`src/rtl/np_pkg.sv`:
```
// Shared types and constants for the NeoPixel frame path.
// Used by the sequencer, its pixel buffer and the strand controller.
package np_pkg;

  localparam int NUM_PIXELS = 8;
  localparam int PIX_W      = 3;
  localparam int PIXEL_BITS = 24;

  typedef enum logic [2:0] {
    IDLE,
    LOAD,
    GO,
    WAIT_ACK,
    WAIT_DONE
  } seq_state_t;

endpackage

```
`src/rtl/np_pixel_buffer.sv`:
```
// Shadow frame regfile with one write port and a parallel snapshot view.
// The snapshot forwards a same-cycle write so a commit captures it.
module np_pixel_buffer
  import np_pkg::*;
#(
  parameter int NUM_PIXELS = np_pkg::NUM_PIXELS,
  parameter int COLOR_W    = 8,
  localparam int PIX_W     = $clog2(NUM_PIXELS),
  localparam int WORD_W    = 3 * COLOR_W
) (
  input  logic                               CLOCK_50,
  input  logic                               reset_n,
  input  logic                               wr_en,
  input  logic [PIX_W-1:0]                   wr_pixel,
  input  logic [WORD_W-1:0]                  wr_data,
  output logic [NUM_PIXELS-1:0][WORD_W-1:0]  snap
);

  logic [NUM_PIXELS-1:0][WORD_W-1:0] mem;

  always_ff @(posedge CLOCK_50 or negedge reset_n) begin
    if (!reset_n) begin
      mem <= '0;
    end else if (wr_en) begin
      mem[wr_pixel] <= wr_data;
    end
  end

  always_comb begin
    snap = mem;
    if (wr_en) begin
      snap[wr_pixel] = wr_data;
    end
  end

endmodule

```
`src/rtl/np_frame_sequencer.sv`:
```
// Snapshots the shadow frame on commit and streams it into the strand
// controller, then tracks the refresh; commits mid-refresh coalesce.
module np_frame_sequencer #(
  parameter int NUM_PIXELS = np_pkg::NUM_PIXELS,
  parameter int COLOR_W    = 8,
  parameter int CNT_W      = 16,
  localparam int PIX_W     = $clog2(NUM_PIXELS)
) (
  input  logic               CLOCK_50,
  input  logic               reset_n,
  input  logic               wr_en,
  input  logic [PIX_W-1:0]   wr_pixel,
  input  logic [COLOR_W-1:0] wr_red,
  input  logic [COLOR_W-1:0] wr_green,
  input  logic [COLOR_W-1:0] wr_blue,
  input  logic               commit,
  input  logic               np_ready,
  output logic [COLOR_W-1:0] np_red,
  output logic [COLOR_W-1:0] np_green,
  output logic [COLOR_W-1:0] np_blue,
  output logic [PIX_W-1:0]   np_pixel,
  output logic               np_load,
  output logic               np_go,
  output logic               busy,
  output logic               pending,
  output logic [CNT_W-1:0]   frame_cnt,
  output logic [7:0]         drop_cnt
);

  import np_pkg::*;

  localparam int WORD_W = 3 * COLOR_W;

  seq_state_t                        state;
  logic [NUM_PIXELS-1:0][WORD_W-1:0] snap;
  logic [NUM_PIXELS-1:0][WORD_W-1:0] active;
  logic [PIX_W-1:0]                  idx;
  logic                              idle_like;
  logic                              in_load;
  logic                              launch;

  np_pixel_buffer #(
    .NUM_PIXELS (NUM_PIXELS),
    .COLOR_W    (COLOR_W)
  ) u_buf (
    .CLOCK_50 (CLOCK_50),
    .reset_n  (reset_n),
    .wr_en    (wr_en),
    .wr_pixel (wr_pixel),
    .wr_data  ({wr_red, wr_green, wr_blue}),
    .snap     (snap)
  );

  // Illegal encodings behave as IDLE so the block always recovers.
  assign idle_like = !(state inside {LOAD, GO, WAIT_ACK, WAIT_DONE});
  assign in_load   = (state == LOAD);
  assign launch    = idle_like && pending && np_ready;

  assign np_load  = in_load && np_ready;
  assign np_go    = (state == GO) && np_ready;
  assign np_pixel = in_load ? idx : '0;
  assign {np_red, np_green, np_blue} = in_load ? active[idx] : '0;

  always_ff @(posedge CLOCK_50 or negedge reset_n) begin
    if (!reset_n) begin
      state     <= IDLE;
      active    <= '0;
      idx       <= '0;
      busy      <= 1'b0;
      pending   <= 1'b0;
      frame_cnt <= '0;
      drop_cnt  <= '0;
    end else begin
      if (commit) begin
        if (pending && !launch && drop_cnt != '1) begin
          drop_cnt <= drop_cnt + 8'd1;
        end
        pending <= 1'b1;
      end else if (launch) begin
        pending <= 1'b0;
      end

      case (state)
        LOAD: begin
          if (np_ready) begin
            if (idx == PIX_W'(NUM_PIXELS - 1)) begin
              state <= GO;
            end else begin
              idx <= idx + 1'b1;
            end
          end
        end
        GO: begin
          if (np_ready) state <= WAIT_ACK;
        end
        WAIT_ACK: begin
          if (!np_ready) state <= WAIT_DONE;
        end
        WAIT_DONE: begin
          if (np_ready) begin
            state <= IDLE;
            busy  <= 1'b0;
          end
        end
        default: begin
          state <= IDLE;
          if (launch) begin
            active    <= snap;
            idx       <= '0;
            busy      <= 1'b1;
            frame_cnt <= frame_cnt + 1'b1;
            state     <= LOAD;
          end
        end
      endcase
    end
  end

  a_legal_state: assert property (
    @(posedge CLOCK_50) disable iff (!reset_n)
    state inside {IDLE, LOAD, GO, WAIT_ACK, WAIT_DONE}
  );

endmodule

```
`config.mk`:
```
export PLATFORM = sky130hd
export DESIGN_NAME = np_frame_sequencer
export DESIGN_NICKNAME = d
export VERILOG_FILES = /design/src/rtl/np_pkg.sv /design/src/rtl/np_pixel_buffer.sv /design/src/rtl/np_frame_sequencer.sv
export SDC_FILE = /design/constraint.sdc
export NUM_CORES = 1
export LEC_CHECK = 0
export BUFFER_PORTS_ARGS = -buffer_cell sky130_fd_sc_hd__buf_2
export CORE_AREA = 2 2 163 205
export CTS_BUF_LIST = sky130_fd_sc_hd__clkbuf_16
export DETAILED_ROUTE_END_ITERATION = 8
export DIE_AREA = 0 0 165 207
export PLACE_DENSITY = 0.69
export SETUP_SLACK_MARGIN = 0.2
export SLEW_MARGIN = 20
export SYNTH_ARGS = -nofsm -noshare
export SYNTH_HDL_FRONTEND = slang
export SYNTH_SLANG_ARGS = --single-unit
export TNS_END_PERCENT = 100
```
`constraint.sdc`:
```
create_clock -name CLOCK_50 -period 2.16 [get_ports CLOCK_50]
set_clock_uncertainty 0.2 [all_clocks]
set_input_delay 0.108 -clock CLOCK_50 [delete_from_list [all_inputs] [get_ports CLOCK_50]]
set_output_delay 0.108 -clock CLOCK_50 [all_outputs]
set_load 0.02 [all_outputs]
```
After elaboration in Yosys (flattened, before gate mapping)
Cells that the tools add are included.
Widths: inputs -> output; s select.
{"block": "word_totals", "inputBits": 32, "ram_bits": 0, "memories": 0, "latchBits": 0, "output_inout_bits": 55, "wordCells": 88, "romBits": 0, "ff_bits": 416}
{"block": "op_classes", "n_eq_ne": 12, "mul": 0, "n_reduce_logical": 21, "add_sub_neg": 3, "magnitude_cmp": 3, "bitwise": 3, "muxes": 24, "n_shift": 0, "div_mod_pow": 0}
{"operator": "$bwmux 192", "count": 1}
{"operator": "$mux 192", "count": 1}
{"operator": "$bmux 24 s3", "count": 1}
{"operator": "$demux 24 s3", "count": 1}
{"operator": "$mux 24", "count": 3}
{"operator": "$mux 3", "count": 9}
{"operator": "$add 16x1->16 const B", "count": 1}
{"operator": "$pmux 3 s4", "count": 1}
{"operator": "$ne 2x2->1 const B", "count": 5}
{"operator": "$add 8x1->8 const B", "count": 1}
{"operator": "$lt 3x4->1 const B", "count": 2}
{"operator": "$ne 8x8->1 const B", "count": 1}
{"operator": "$logic_and 1x1->1", "count": 7}
{"operator": "$eq 3x2->1 const B", "count": 2}
{"operator": "$eq 3x3->1 const B", "count": 2}
{"operator": "$pmux 3 s2", "count": 1}
{"operator": "$reduce_bool 2->1", "count": 3}
{"operator": "$reduce_or 3->1", "count": 2}
{"operator": "$mux 1", "count": 5}
{"operator": "$reduce_and 5->1", "count": 1}
{"operator": "$reduce_and 2->1", "count": 2}
{"operator": "$reduce_and 4->1", "count": 1}
{"operator": "$reduce_bool 4->1", "count": 1}
{"operator": "$reduce_or 4->1", "count": 1}
{"operator": "other kinds (8)", "count": 11}

Logic depth before layout (Yosys ltp)
Gate-level depths: netlist of run 1.
{"block": "logic_depth", "word_depth": 9, "mapped_depth": 6, "ltp_nobuf": 5}

Cells and area by module
Synthesis of run 1 repeated with hierarchy kept, for this count alone.
{"block": "unflattened", "cells_unflattened": 1518, "area_unflattened_um2": 17455.5}
{"module": "np_frame_sequencer", "area_per_inst_um2": 10204.8, "cells_per_inst": 1103, "n_inst": 1}
{"module": "np_pixel_buffer", "area_per_inst_um2": 7250.7, "cells_per_inst": 415, "n_inst": 1}

Least setup slack after synthesis of run 1
OpenSTA, ideal clock, no wires.
{"block": "synth_path", "path_type": "flip-flop to flip-flop", "start": "register state[2]", "end": "register active[100] (netlist name)", "path_stages_with_launch": 6, "setup_time_ns": 0.125, "setup_slack_ns": 0.190, "path_buffers": 2, "synth_period_minus_slack_ns": 1.970, "required_ns": 1.835, "arrival_ns": 1.645, "path_cell_list": "dfrtp_1 > or3_4 > a21oi_2 > buf_6 > buf_6 > mux2_2"}
{"block": "synth_between", "elab_chain_len": 6, "elab_cells_between_ends": 11, "classes_between": "eq/ne: 4; bitwise: 1; reduce/logical: 6"}
{"element": "start: declaration", "line": "np_frame_sequencer.sv:34", "rtl": "seq_state_t state;"}
{"element": "start signal: assignment", "line": "np_frame_sequencer.sv:66", "rtl": "state <= IDLE;"}
{"element": "start signal: assignment", "line": "np_frame_sequencer.sv:87", "rtl": "state <= GO;"}
{"element": "start signal: assignment", "line": "np_frame_sequencer.sv:94", "rtl": "if (np_ready) state <= WAIT_ACK;"}
{"element": "$eq 3x1->1, or another cell as far along", "line": "np_frame_sequencer.sv:55, np_frame_sequencer.sv:83"}
{"element": "$reduce_bool 4->1", "line": "np_frame_sequencer.sv:55", "rtl": "assign idle_like = !(state inside {LOAD, GO, WAIT_ACK, WAIT_DONE});"}
{"element": "$logic_not 1->1", "line": "np_frame_sequencer.sv:55"}
{"element": "$logic_and 1x1->1 (2 in a row)", "line": "np_frame_sequencer.sv:57", "rtl": "assign launch = idle_like && pending && np_ready;"}
{"element": "$reduce_and 2->1 (no source line) *"}
{"element": "end signal: assignment", "line": "np_frame_sequencer.sv:108", "rtl": "active <= snap;"}
{"element": "end: declaration", "line": "np_frame_sequencer.sv:36", "rtl": "logic [NUM_PIXELS-1:0][WORD_W-1:0] active;"}
Mark *: on every way between the ends. The rest lies on a longest branch, timed or not.
A chain may end at the register's enable or synchronous reset.

Final worst setup path of run 1
{"block": "layout_path", "start": "register idx[0]", "end": "output np_green[5]"}
{"block": "layout_between", "elab_chain_len": 3}
{"element": "start: declaration", "line": "np_frame_sequencer.sv:37", "rtl": "logic [PIX_W-1:0] idx;"}
{"element": "start signal: assignment", "line": "np_frame_sequencer.sv:89", "rtl": "idx <= idx + 1'b1;"}
{"element": "$bmux 24 s3", "line": "np_frame_sequencer.sv:62", "rtl": "assign {np_red, np_green, np_blue} = in_load ? active[idx] : '0;"}
{"element": "$mux 24 (not written as such)", "line": "np_frame_sequencer.sv:62"}
{"element": "$mux 24", "line": "np_frame_sequencer.sv:62"}
{"element": "end: declaration", "line": "np_frame_sequencer.sv:19", "rtl": "output logic [COLOR_W-1:0] np_green,"}
Every way passes these cells. The select of a mux whose other input is x is not followed.

==> results of run 1 <==
==> kinds of logic after synthesis <==
group / count (synthesis)
DFF: 416
muxes: 460
xor gates and xnor gates: 18
adders and majority gates: 4
and+or+nand+nor: 100
AOI/OAI and AO/OA: 23
buffers and inverters: 70
==> power by group through the flow <==
stage          clock network, mW  registers (mW)  logic [mW]
3_5_place_dp                   0            11.9        9.47
2_1_floorplan                  0            11.5        6.99
3_3_place_gp                   0            11.8        9.27
4_1_cts                     6.56            11.9        12.5
5_1_grt                     6.89            12.2        13.9
6_report                    6.45            11.9        13.1
==> stage by stage <==
stage	setup TNS, ns	util	worst slack, ns	cells
2_1_floorplan	0	-	0.2094	1091
3_3_place_gp	0	0.5846	0.06049	1585
3_5_place_dp	0	0.5846	0.03692	1585
4_1_cts	-32.78	0.6935	-0.4122	1752
5_1_grt	-53.38	0.7056	-0.4933	1763
6_report	-42.71	0.7056	-0.3905	1763
==> worst max-delay path, stage by stage, from the launching register on <==
cell and delay (ns):
dfrtp_4 0.52, buf_12 0.19, mux4_2 0.55, mux2i_4 0.22
nor2_1 0.07, buf_2 0.16
==> area by class of cell <==
type	instances	area (um^2)	share of cell area
clock buffers	43	1076	0.04719
clock inverters	25	107.6	0.004719
repair buffers	253	3068	0.1346
well taps	418	523.0	0.02294
flip-flops and latches	416	10420	0.4568
multi-input cells	605	7599	0.3333
inverters	3	11.26	0.0004939
==> path summary, 6_finish.rpt <==
check	start	to	cells past startpoint
setup reg to reg	state[1]	active[6]	11
max in group asynchronous	reset_n	active[86]	4
hold reg to reg	frame_cnt[15]	frame_cnt[15]	1
setup / recovery	idx[0]	np_green[5]	5
min in group asynchronous	reset_n	drop_cnt[7]	3
hold / removal	wr_pixel[0]	u_buf.mem[72]	4
==> layer usage <==
layer,routed length (um),vias up
met5,0,-
met4,752,0
met3,1047,57
met2,20560,170
met1,17400,5373
li1,-,4429
==> sequential cells by signal, summed over array words and instances, names as in the netlist <==
signal,cells
drop_cnt,8
u_buf.mem,192
active,192
pending,1
frame_cnt,16
idx,3
state,3
busy,1
==> cell usage in the layout (no fill, tap or decap), types with 4 or more instances in the layout <==
cell type and instances:
a21oi_1 5, and2_1 4, and2_4 4, and3_1 4, buf_12 48, buf_16 21, buf_2 76, buf_4 21
buf_6 48, buf_8 9, clkbuf_16 44, clkinv_1 4, clkinv_2 7, dfrtp_1 413, dlygate4sd3_1 29, ha_1 4
inv_1 16, mux2_2 191, mux2_4 196, mux2i_1 21, mux4_2 48, nand2_1 9, nand3_1 4, nand4_1 12
nor2_1 32, xnor2_1 12, xor2_1 4
==> repair_timing <==
| item | 4_1_cts | 5_1_grt |
|---|---|---|
| pin swaps | 16 | 18 |
| hold endpoints to repair | 815 | 0 |
| hold buffers | 29 | 0 |
| setup endpoints to repair | 225 | 241 |
| buffers inserted | 50 | 9 |
| cloned | 20 | 2 |
| resized for setup | 268 | 69 |
==> metrics.csv, run 1 <==
stage,metric,value,unit
placement,final RePlAce weighted congestion,0.7379,
logic_synthesis,"Seq/Total Area, Yosys",0.5924,
timing,max-slew violation count,0,
clock_network,Root Driver,clkbuf_16,
outcome,outcome,"complete, but fails checks",
floorplanning,die area,0.03416,mm^2
logic_synthesis,synthesized netlist cell count,1091,
logic_synthesis,synth cell count leaders,"416 x dfrtp_1, 386 x mux2_2, 48 x mux4_2",
pwr,Clock power frac,0.205,
timing,post-layout min period,2.550,ns
logic_synthesis,main combinational cell family by area after synthesis,multiplexers,
pwr,sw frac,0.3017,
logic_synthesis,Synth area leaders,"dfrtp_1 59%, mux2_2 25%, mux4_2 6.2%",
logic_synthesis,Post-Syn Area per Cell,16.11,um^2
logic_synthesis,Synth Area in Simple Gates,0.03354,
global_routing,first-pass GRT wire length,62.69,mm
global_routing,All-Layer GR Usage,0.2377,
global_routing,met1 global-route usage,0.3323,
global_routing,vias in the first global route,10951,
critical_path,CP Capture Type,primary output,
drt,Vias,10029,
clock_network,TritonCTS clock tree,yes,
placement,Port Buffers,86,
pwr,P_sw,9.490,mW
critical_path,startpoint types,register,
clock_network,Sink Count,416,
critical_path,crit path DAT,2.24,ns
floorplanning,Site Rows,74,
drt,Routed WL per cell,22.55,um
logic_synthesis,Synth Area in Compound Gates,0.009755,
logic_synthesis,Yosys top cell area share,0.5924,
global_routing,initial antenna violation count,0,
timing,"Hold Vio Cnt, Final",0,
drt,Post-DRT Antenna Nets,0,
global_routing,GR peak layer,met2,
pwr,leakage,10.29,nW
logic_synthesis,"Primary FF master, synth",dfrtp_1,
pwr,Combinational Power Share,0.416,
pwr,Reg power frac,0.379,
timing,RSZ-0062 raised after global routing,yes,
pwr,Int Pwr,21.97,mW
critical_path,Crit Path Category,register to primary output,
drt,drt total wl,39.76,mm
final_layout,# diodes,0,
logic_synthesis,Post-synth EDFFs,0,
clock_network,clock latency on the worst-skew pair,0.54,ns
global_routing,pin count of the biggest net entering global routing,70,
logic_synthesis,mapped cell area,0.01757,mm^2
placement,placed cell area,0.01889,mm^2
global_routing,GR Util met3,0.02683,
timing,Peak Freq,392.1,MHz
job,Max-Cap Viols,0,
logic_synthesis,Post-Synth Adder-Cell Area,0.002848,
timing,Slew HR,0.7140,
logic_synthesis,distinct cell type count after synthesis,47,
logic_synthesis,net count after synthesis,1127,
placement,post-DP HPWL,21.12,mm
final_layout,Final nets,1356,
critical_path,r2r setup slk,-0.27,ns
floorplanning,num ports,87,
clock_network,H-tree depth,2,
logic_synthesis,YS warnings,0,
timing,Setup WS post-layout,-0.3905,ns
critical_path,CP Data Required Time,1.85,ns
floorplanning,die width,165,um
timing,Min Hold Slack,0.06649,ns
logic_synthesis,asr flop ratio synth,1.000,
timing,period utilization,1.181,
floorplanning,Initial Util,0.5438,
global_routing,M2 GR Usage,0.4004,
clock_network,Worst-path clk slew,0.06,ns
critical_path,critical path peak fanout,10,
drt,drt first pass iters,5,
pwr,peak supply drop,935.1,uV
min_path,Hold WC Path Type,input pin to register,
drt,drc violations,0,
floorplanning,core area,0.03231,mm^2
clock_network,Num CTS Buffers,41,
logic_synthesis,top-count cell post-synth,dfrtp_1,
logic_synthesis,multiplexer share of the synthesized area,0.3238,
clock_network,clock buffer depth,3,
timing,setup violators final,222,
logic_synthesis,xor and xnor area share after synthesis,0.008972,
timing,slew at the pin closest to its max-slew limit,0.4291,ns
final_layout,Finished Cell Area,0.02280,mm^2
drt,routed vias/inst,5.689,
global_routing,GRT overflow,0,
outcome,failing checks,negative setup slack,
logic_synthesis,Synth area leader,dfrtp_1,
pwr,Pwr Density,1380,mW/mm^2
pwr,Pwr Total,31.46,mW
final_layout,fraction of final layout cells with drive strength greater than 1,0.5584,
final_layout,Layout fillers,2022,
floorplanning,Die Height,207,um
logic_synthesis,"FF+latch count, synth",416,
drt,number of DRC violations after detailed-routing iteration 0,579,
final_layout,Syn-to-layout area delta,29.76,%
No activity file was read; power rests on OpenSTA's default activity.
==> run 2: changes to the inputs <==
Settings changed: CORE_AREA 2 2 163 205 to 2 2 192 175, DIE_AREA 0 0 165 207 to 0 0 194 177.
==> metrics.csv, run 2 (same netlist as run 1, synthesis figures left out) <==
stage,metric,value,unit,change
critical_path,Crit Path Category,register to primary output,,
drt,routed wire length on met2,18.85,mm,-8.3%
global_routing,vias in the first global route,10951,,unchanged
outcome,outcome,"complete, but fails checks",,
final_layout,"commonest non-fill, non-tap cell in the layout",dfrtp_1,,
placement,placed cell area,0.01886,mm^2,-0.17%
floorplanning,die width,194,um,+18%
timing,Min Hold Slack,0.1306,ns,+0.06412 ns
clock_network,H-tree depth,2,,unchanged
pwr,leakage,10.23,nW,-0.50%
floorplanning,core area,0.03248,mm^2,+0.50%
final_layout,fraction of final layout cells with drive strength greater than 1,0.5619,,+0.003526
critical_path,CP bufs+invs,3,,+1
critical_path,crit path cell chain,"buf_12, buf_12, mux4_2, mux2i_2, nor2_2, buf_6",,
timing,max-slew violation count,0,,unchanged
floorplanning,Site Rows,63,,-15%
final_layout,fin cells,1756,,-0.40%
timing,post-layout min period,2.552,ns,+0.001546 ns
critical_path,CP dominant cell by count,buf_12,,
timing,Setup WS post-layout,-0.3920,ns,-0.001546 ns
final_layout,most frequent cells in the layout,"413 x dfrtp_1, 195 x mux2_4, 192 x mux2_2, 73 x buf_2, 48 x mux4_2",,
global_routing,pin count of the biggest net entering global routing,71,,+1.4%
clock_network,Worst-path clk slew,0.06,ns,about the same
pwr,Pwr Total,32.07,mW,+1.9%
pwr,Combinational Power Share,0.414,,-0.002
floorplanning,Die Height,177,um,-14%
clock_network,clock latency on the worst-skew pair,0.52,ns,-0.02 ns
critical_path,critical path peak fanout,7,,-3
placement,final RePlAce weighted congestion,0.7669,,+3.9%
critical_path,Critical Path Max Stage Delay,0.53,ns,-0.02 ns
global_routing,All-Layer GR Usage,0.2403,,+0.002619
critical_path,CP Capture Point,np_blue[1],,
drt,drt total wl,39.65,mm,-0.29%
drt,drt first pass iters,4,,-1
drt,drc violations,0,,unchanged
final_layout,Final nets,1340,,-1.2%
drt,number of DRC violations after detailed-routing iteration 0,457,,-21%
critical_path,CP Data Required Time,1.85,ns,about the same
global_routing,GRT overflow,0,,unchanged
critical_path,Critical Path Start,idx[0],,
timing,slew at the pin closest to its max-slew limit,0.4418,ns,+0.01272 ns
floorplanning,Initial Util,0.5411,,-0.002724
clock_network,Root Driver,clkbuf_16,,
drt,Metal-1 WL,18.82,mm,+8.1%
drt,Routed WL per cell,22.58,um,+0.10%
drt,Vias,10066,,+0.37%
floorplanning,die area,0.03434,mm^2,+0.54%
min_path,Hold WC Path Type,input pin to register,,
timing,setup violators final,208,,-6.3%
final_layout,Syn-to-layout area delta,29.75,%,about the same
final_layout,Finished Cell Area,0.02280,mm^2,about the same
critical_path,Reg2Reg Launch Point,state[1],,
critical_path,CP max-delay cell,mux4_2,,
pwr,Int Pwr,22.47,mW,+2.3%
drt,routed wl met3,1.391,mm,+33%
pwr,Pwr Density,1406,mW/mm^2,+1.9%
outcome,failing checks,negative setup slack,,
pwr,Clock power frac,0.215,,+0.010
final_layout,biggest regs,"active: 192 flops, u_buf.mem: 192 flops, frame_cnt: 16 flops",,
timing,Setup TNS,-19.74,ns,+22.97 ns
timing,Slew HR,0.7055,,-0.008481
placement,Port Buffers,86,,unchanged
timing,"Hold Vio Cnt, Final",0,,unchanged
drt,routed vias/inst,5.732,,+0.77%
placement,post-DP HPWL,20.61,mm,-2.4%
clock_network,clock buffer depth,3,,unchanged
drt,Post-DRT Antenna Nets,0,,unchanged
pwr,Reg power frac,0.371,,-0.008
clock_network,TritonCTS clock tree,yes,,
clock_network,Sink Count,416,,unchanged
clock_network,Num CTS Buffers,43,,+4.9%
placement,Setup WS pre-CTS,0.03395,ns,-0.002965 ns
critical_path,CP Depth,6,,+1
critical_path,CP Capture Type,primary output,,
critical_path,worst reg2reg path endpoint,active[112],,
timing,RSZ-0062 raised after global routing,yes,,
timing,Peak Freq,391.8,MHz,about the same
drt,top layer in use,met4,,
final_layout,Finished Core Util,0.7020,,-0.003573
floorplanning,num ports,87,,unchanged
global_routing,initial antenna violation count,1,,+1
timing,period utilization,1.181,,about the same
critical_path,r2r setup slk,-0.15,ns,+0.12 ns
global_routing,first-pass GRT wire length,64.20,mm,+2.4%
critical_path,Crit path max-delay family,multiplexers,,
critical_path,crit path DAT,2.24,ns,about the same
pwr,peak supply drop,971.0,uV,+3.8%
pwr,sw frac,0.2994,,-0.002236
pwr,P_sw,9.602,mW,+1.2%
job,Max-Cap Viols,0,,unchanged
critical_path,startpoint types,register,,
placement,DP Cell Count,1589,,+0.25%
critical_path,Worst R2R Path Depth,9,,-2
## run 2: changes by cell type in the layout (fill, tap and decap cells not counted), moves of 3 or more
cell / delta
buf_8: +4
buf_12: -5
nor2_1: -9
clkinvlp_4: +3
nor2_4: +3
buf_4: +4
buf_2: -3
buf_6: -23
nor2_2: +6
buf_16: +5
clkinv_2: -3
## run 2: per-layer routing
layer,GRT usage,vias up
li1,-,4416
met1,0.3511,5432
met2,0.3892,166
met3,0.03544,52
met4,0.04893,0
met5,0,-
## run 2: area by class of cell
class	count	area, um^2
multi-input cells	605	7616
well taps	422	528.0
clock inverters	29	177.7
fillers	2129	9677
clock buffers	45	1126
flip-flops and latches	416	10420
diodes	1	2.502
repair buffers	235	2922
inverters	3	11.26
## run 2: worst min path at each step
stage                start              to  depth (start not counted)
3_5_place_dp       reset_n  u_buf.mem[123]                          1
6_report       wr_pixel[0]   u_buf.mem[74]                          4
2_1_floorplan      reset_n       active[0]                          0
4_1_cts        wr_pixel[0]   u_buf.mem[94]                          4
3_3_place_gp       reset_n  u_buf.mem[123]                          1
5_1_grt        wr_pixel[0]  u_buf.mem[127]                          4
## run 2: worst min-delay path, cell delays in order
cell,delay [ns]
buf_2,0.15
nand4b_2,0.12
buf_12,0.23
mux2_2,0.21
## run 2: power by group through the flow
stage               registers, mW  clock network [mW]  logic (mW)
finish                       11.9                6.91        13.3
global route                 12.2                7.38        14.1
floorplan                    11.5                   0        6.99
global placement             11.8                   0        9.32
detailed placement           11.9                   0        9.51
CTS                          11.9                7.06        12.9
## run 2: what timing repair did
item,in CTS,in global routing
pin swaps,16,17
endpoints found under the setup margin,226,244
gates resized for setup,282,57
hold buffers,29,0
cloned,22,1
hold endpoints to repair,816,0
setup buffers,30,10
==> run 3: changes to the inputs <==
Settings changed: BUFFER_PORTS_ARGS -buffer_cell sky130_fd_sc_hd__buf_2 to unset, DONT_BUFFER_PORTS set to 1, PLACE_DENSITY 0.69 to 0.67.
==> metrics.csv, run 3 (same netlist as run 1, synthesis figures left out) <==
stage,metric,value,unit,change
global_routing,pin count of the biggest net entering global routing,417,,+490%
clock_network,Hold Buf Count CTS,39,,+34%
final_layout,Finished Cell Area,0.02256,mm^2,-1.0%
clock_network,H-tree depth,2,,unchanged
critical_path,crit path DAT,2.21,ns,-0.03 ns
floorplanning,num ports,87,,unchanged
drt,drt total wl,39.65,mm,about the same
final_layout,fin cells,1707,,-2.8%
outcome,failing checks,"negative hold slack, negative setup slack",,
placement,final RePlAce weighted congestion,0.7533,,-1.8%
drt,drt first pass iters,5,,+1
final_layout,most frequent cells in the layout,"413 x dfrtp_1, 195 x mux2_4, 192 x mux2_2, 48 x mux4_2, 48 x clkbuf_16",,
global_routing,GRT overflow,0,,unchanged
drt,Post-DRT Antenna Nets,0,,unchanged
pwr,Pwr Density,1413,mW/mm^2,+0.49%
placement,Port Buffers,0,,-100%
timing,slew at the pin closest to its max-slew limit,0.9685,ns,+0.5267 ns
clock_network,clock latency on the worst-skew pair,0.54,ns,+0.02 ns
global_routing,first-pass GRT wire length,62.56,mm,-2.5%
final_layout,Layout fillers,2111,,-0.85%
clock_network,Num CTS Buffers,44,,+2.3%
placement,post-DP HPWL,19.24,mm,-6.6%
timing,"Hold Vio Cnt, Final",416,,+416
drt,Vias,9763,,-3.0%
timing,Setup WS post-layout,-0.3548,ns,+0.03725 ns
final_layout,Syn-to-layout area delta,28.40,%,
floorplanning,core area,0.03248,mm^2,unchanged
final_layout,fraction of final layout cells with drive strength greater than 1,0.5363,,-0.02559
final_layout,Final nets,1286,,-4.0%
timing,period utilization,1.164,,-0.01724
floorplanning,Site Rows,63,,unchanged
timing,post-layout min period,2.515,ns,-0.03724 ns
timing,Peak Freq,397.6,MHz,+1.5%
placement,DP Cell Count,1509,,-5.0%
floorplanning,Initial Util,0.5411,,unchanged
timing,Min Hold Slack,-0.9342,ns,-1.065 ns
clock_network,Root Driver,clkbuf_16,,
critical_path,Crit Path Category,register to primary output,,
floorplanning,die width,194,um,unchanged
timing,max-slew violation count,0,,unchanged
timing,Slew HR,0.3544,,-0.3511
final_layout,"commonest non-fill, non-tap cell in the layout",dfrtp_1,,
job,Max-Cap Viols,0,,unchanged
placement,placed cell area,0.01836,mm^2,-2.6%
final_layout,biggest regs,"active: 192 flops, u_buf.mem: 192 flops, frame_cnt: 16 flops",,
outcome,outcome,"complete, but fails checks",,
critical_path,CP Data Required Time,1.85,ns,about the same
drt,drc violations,0,,unchanged
clock_network,Sink Count,416,,unchanged
timing,setup violators final,228,,+9.6%
floorplanning,Die Height,177,um,unchanged
clock_network,Worst-path clk slew,0.06,ns,about the same
timing,RSZ-0062 raised after global routing,yes,,
drt,routed vias/inst,5.719,,-0.23%
min_path,Hold WC Path Type,input pin to async pin,,
drt,number of DRC violations after detailed-routing iteration 0,556,,+22%
placement,Setup WS pre-CTS,0.05311,ns,+0.01915 ns
critical_path,CP Capture Type,primary output,,
drt,Routed WL per cell,23.23,um,+2.9%
clock_network,TritonCTS clock tree,yes,,
pwr,leakage,9.995,nW,-2.3%
critical_path,critical path peak fanout,6,,-1
floorplanning,die area,0.03434,mm^2,unchanged
global_routing,initial antenna violation count,4,,+3
pwr,peak supply drop,782.8,uV,-19%
critical_path,startpoint types,register,,
global_routing,All-Layer GR Usage,0.2329,,-0.007327
clock_network,clock buffer depth,3,,unchanged
global_routing,vias in the first global route,10571,,-3.5%
==> run 3: report_power, final <==
group,internal [mW],switching (mW),total (mW)
clock network,3.86,2.92,6.78
logic,7.98,5.14,13.1
registers,10.5,1.47,12.0
total,22.4,9.53,31.9
==> run 3: what timing repair did <==
| item | in CTS | in global routing |
|---|---|---|
| hold endpoints to repair | 823 | 416 |
| setup buffers | 38 | 16 |
| pin swaps | 19 | 20 |
| endpoints found under the setup margin | 233 | 253 |
| gates cloned | 21 | 3 |
| gates resized for setup | 279 | 66 |
==> run 3: layout make-up <==
class	count	area, um^2	share of cell area
Antenna cell	4	10.01	0.0004436
Clock buffer	45	1126	0.04991
Clock inverter	32	158.9	0.007043
Inverter	3	11.26	0.0004991
Multi-Input combinational cell	605	7667	0.3398
Sequential cell	416	10420	0.4617
Tap cell	422	528.0	0.02340
Timing Repair Buffer	180	2645	0.1172
==> run 3: path summary, 6_finish.rpt <==
check                               from             to  slack, ns  cells after the start
min in group CLOCK_50             commit        pending       0.11                      2
hold reg to reg            u_buf.mem[84]  u_buf.mem[84]       0.29                      1
setup / recovery                  idx[0]      np_red[0]      -0.35                      6
hold / removal                   reset_n     active[29]      -0.93                      0
setup reg to reg                state[2]     active[45]      -0.19                      8
max in group asynchronous        reset_n         idx[1]       1.84                      0
==> run 3: stage by stage <==
stage	setup TNS, ns	hold WS, ns	utilization	power (mW)
CTS	-34.30	-0.9422	0.6778	30.99
finish	-31.86	-0.9342	0.6948	31.89
global placement	0	-0.3700	0.5655	20.71
global route	-45.56	-0.9531	0.6948	33.48
floorplan	0	-0.3876	-	18.50
detailed placement	0	-0.3671	0.5655	21.01
==> run 3: layer usage <==
metal  vias up  routed length, um  global-route usage
met3        49               2053             0.03868
li1       4303                  -                   -
met5         -                  0                   0
met4         0                620             0.04640
met2       185              18820              0.3688
met1      5226              18150              0.3449
==> run 3: worst max-delay path, stage by stage, from the launching register on <==
cell and delay [ns]:
dfrtp_4 0.52, buf_4 0.16, buf_12 0.14, mux4_2 0.44, mux2i_1 0.17, nor2_1 0.08
buf_4 0.17
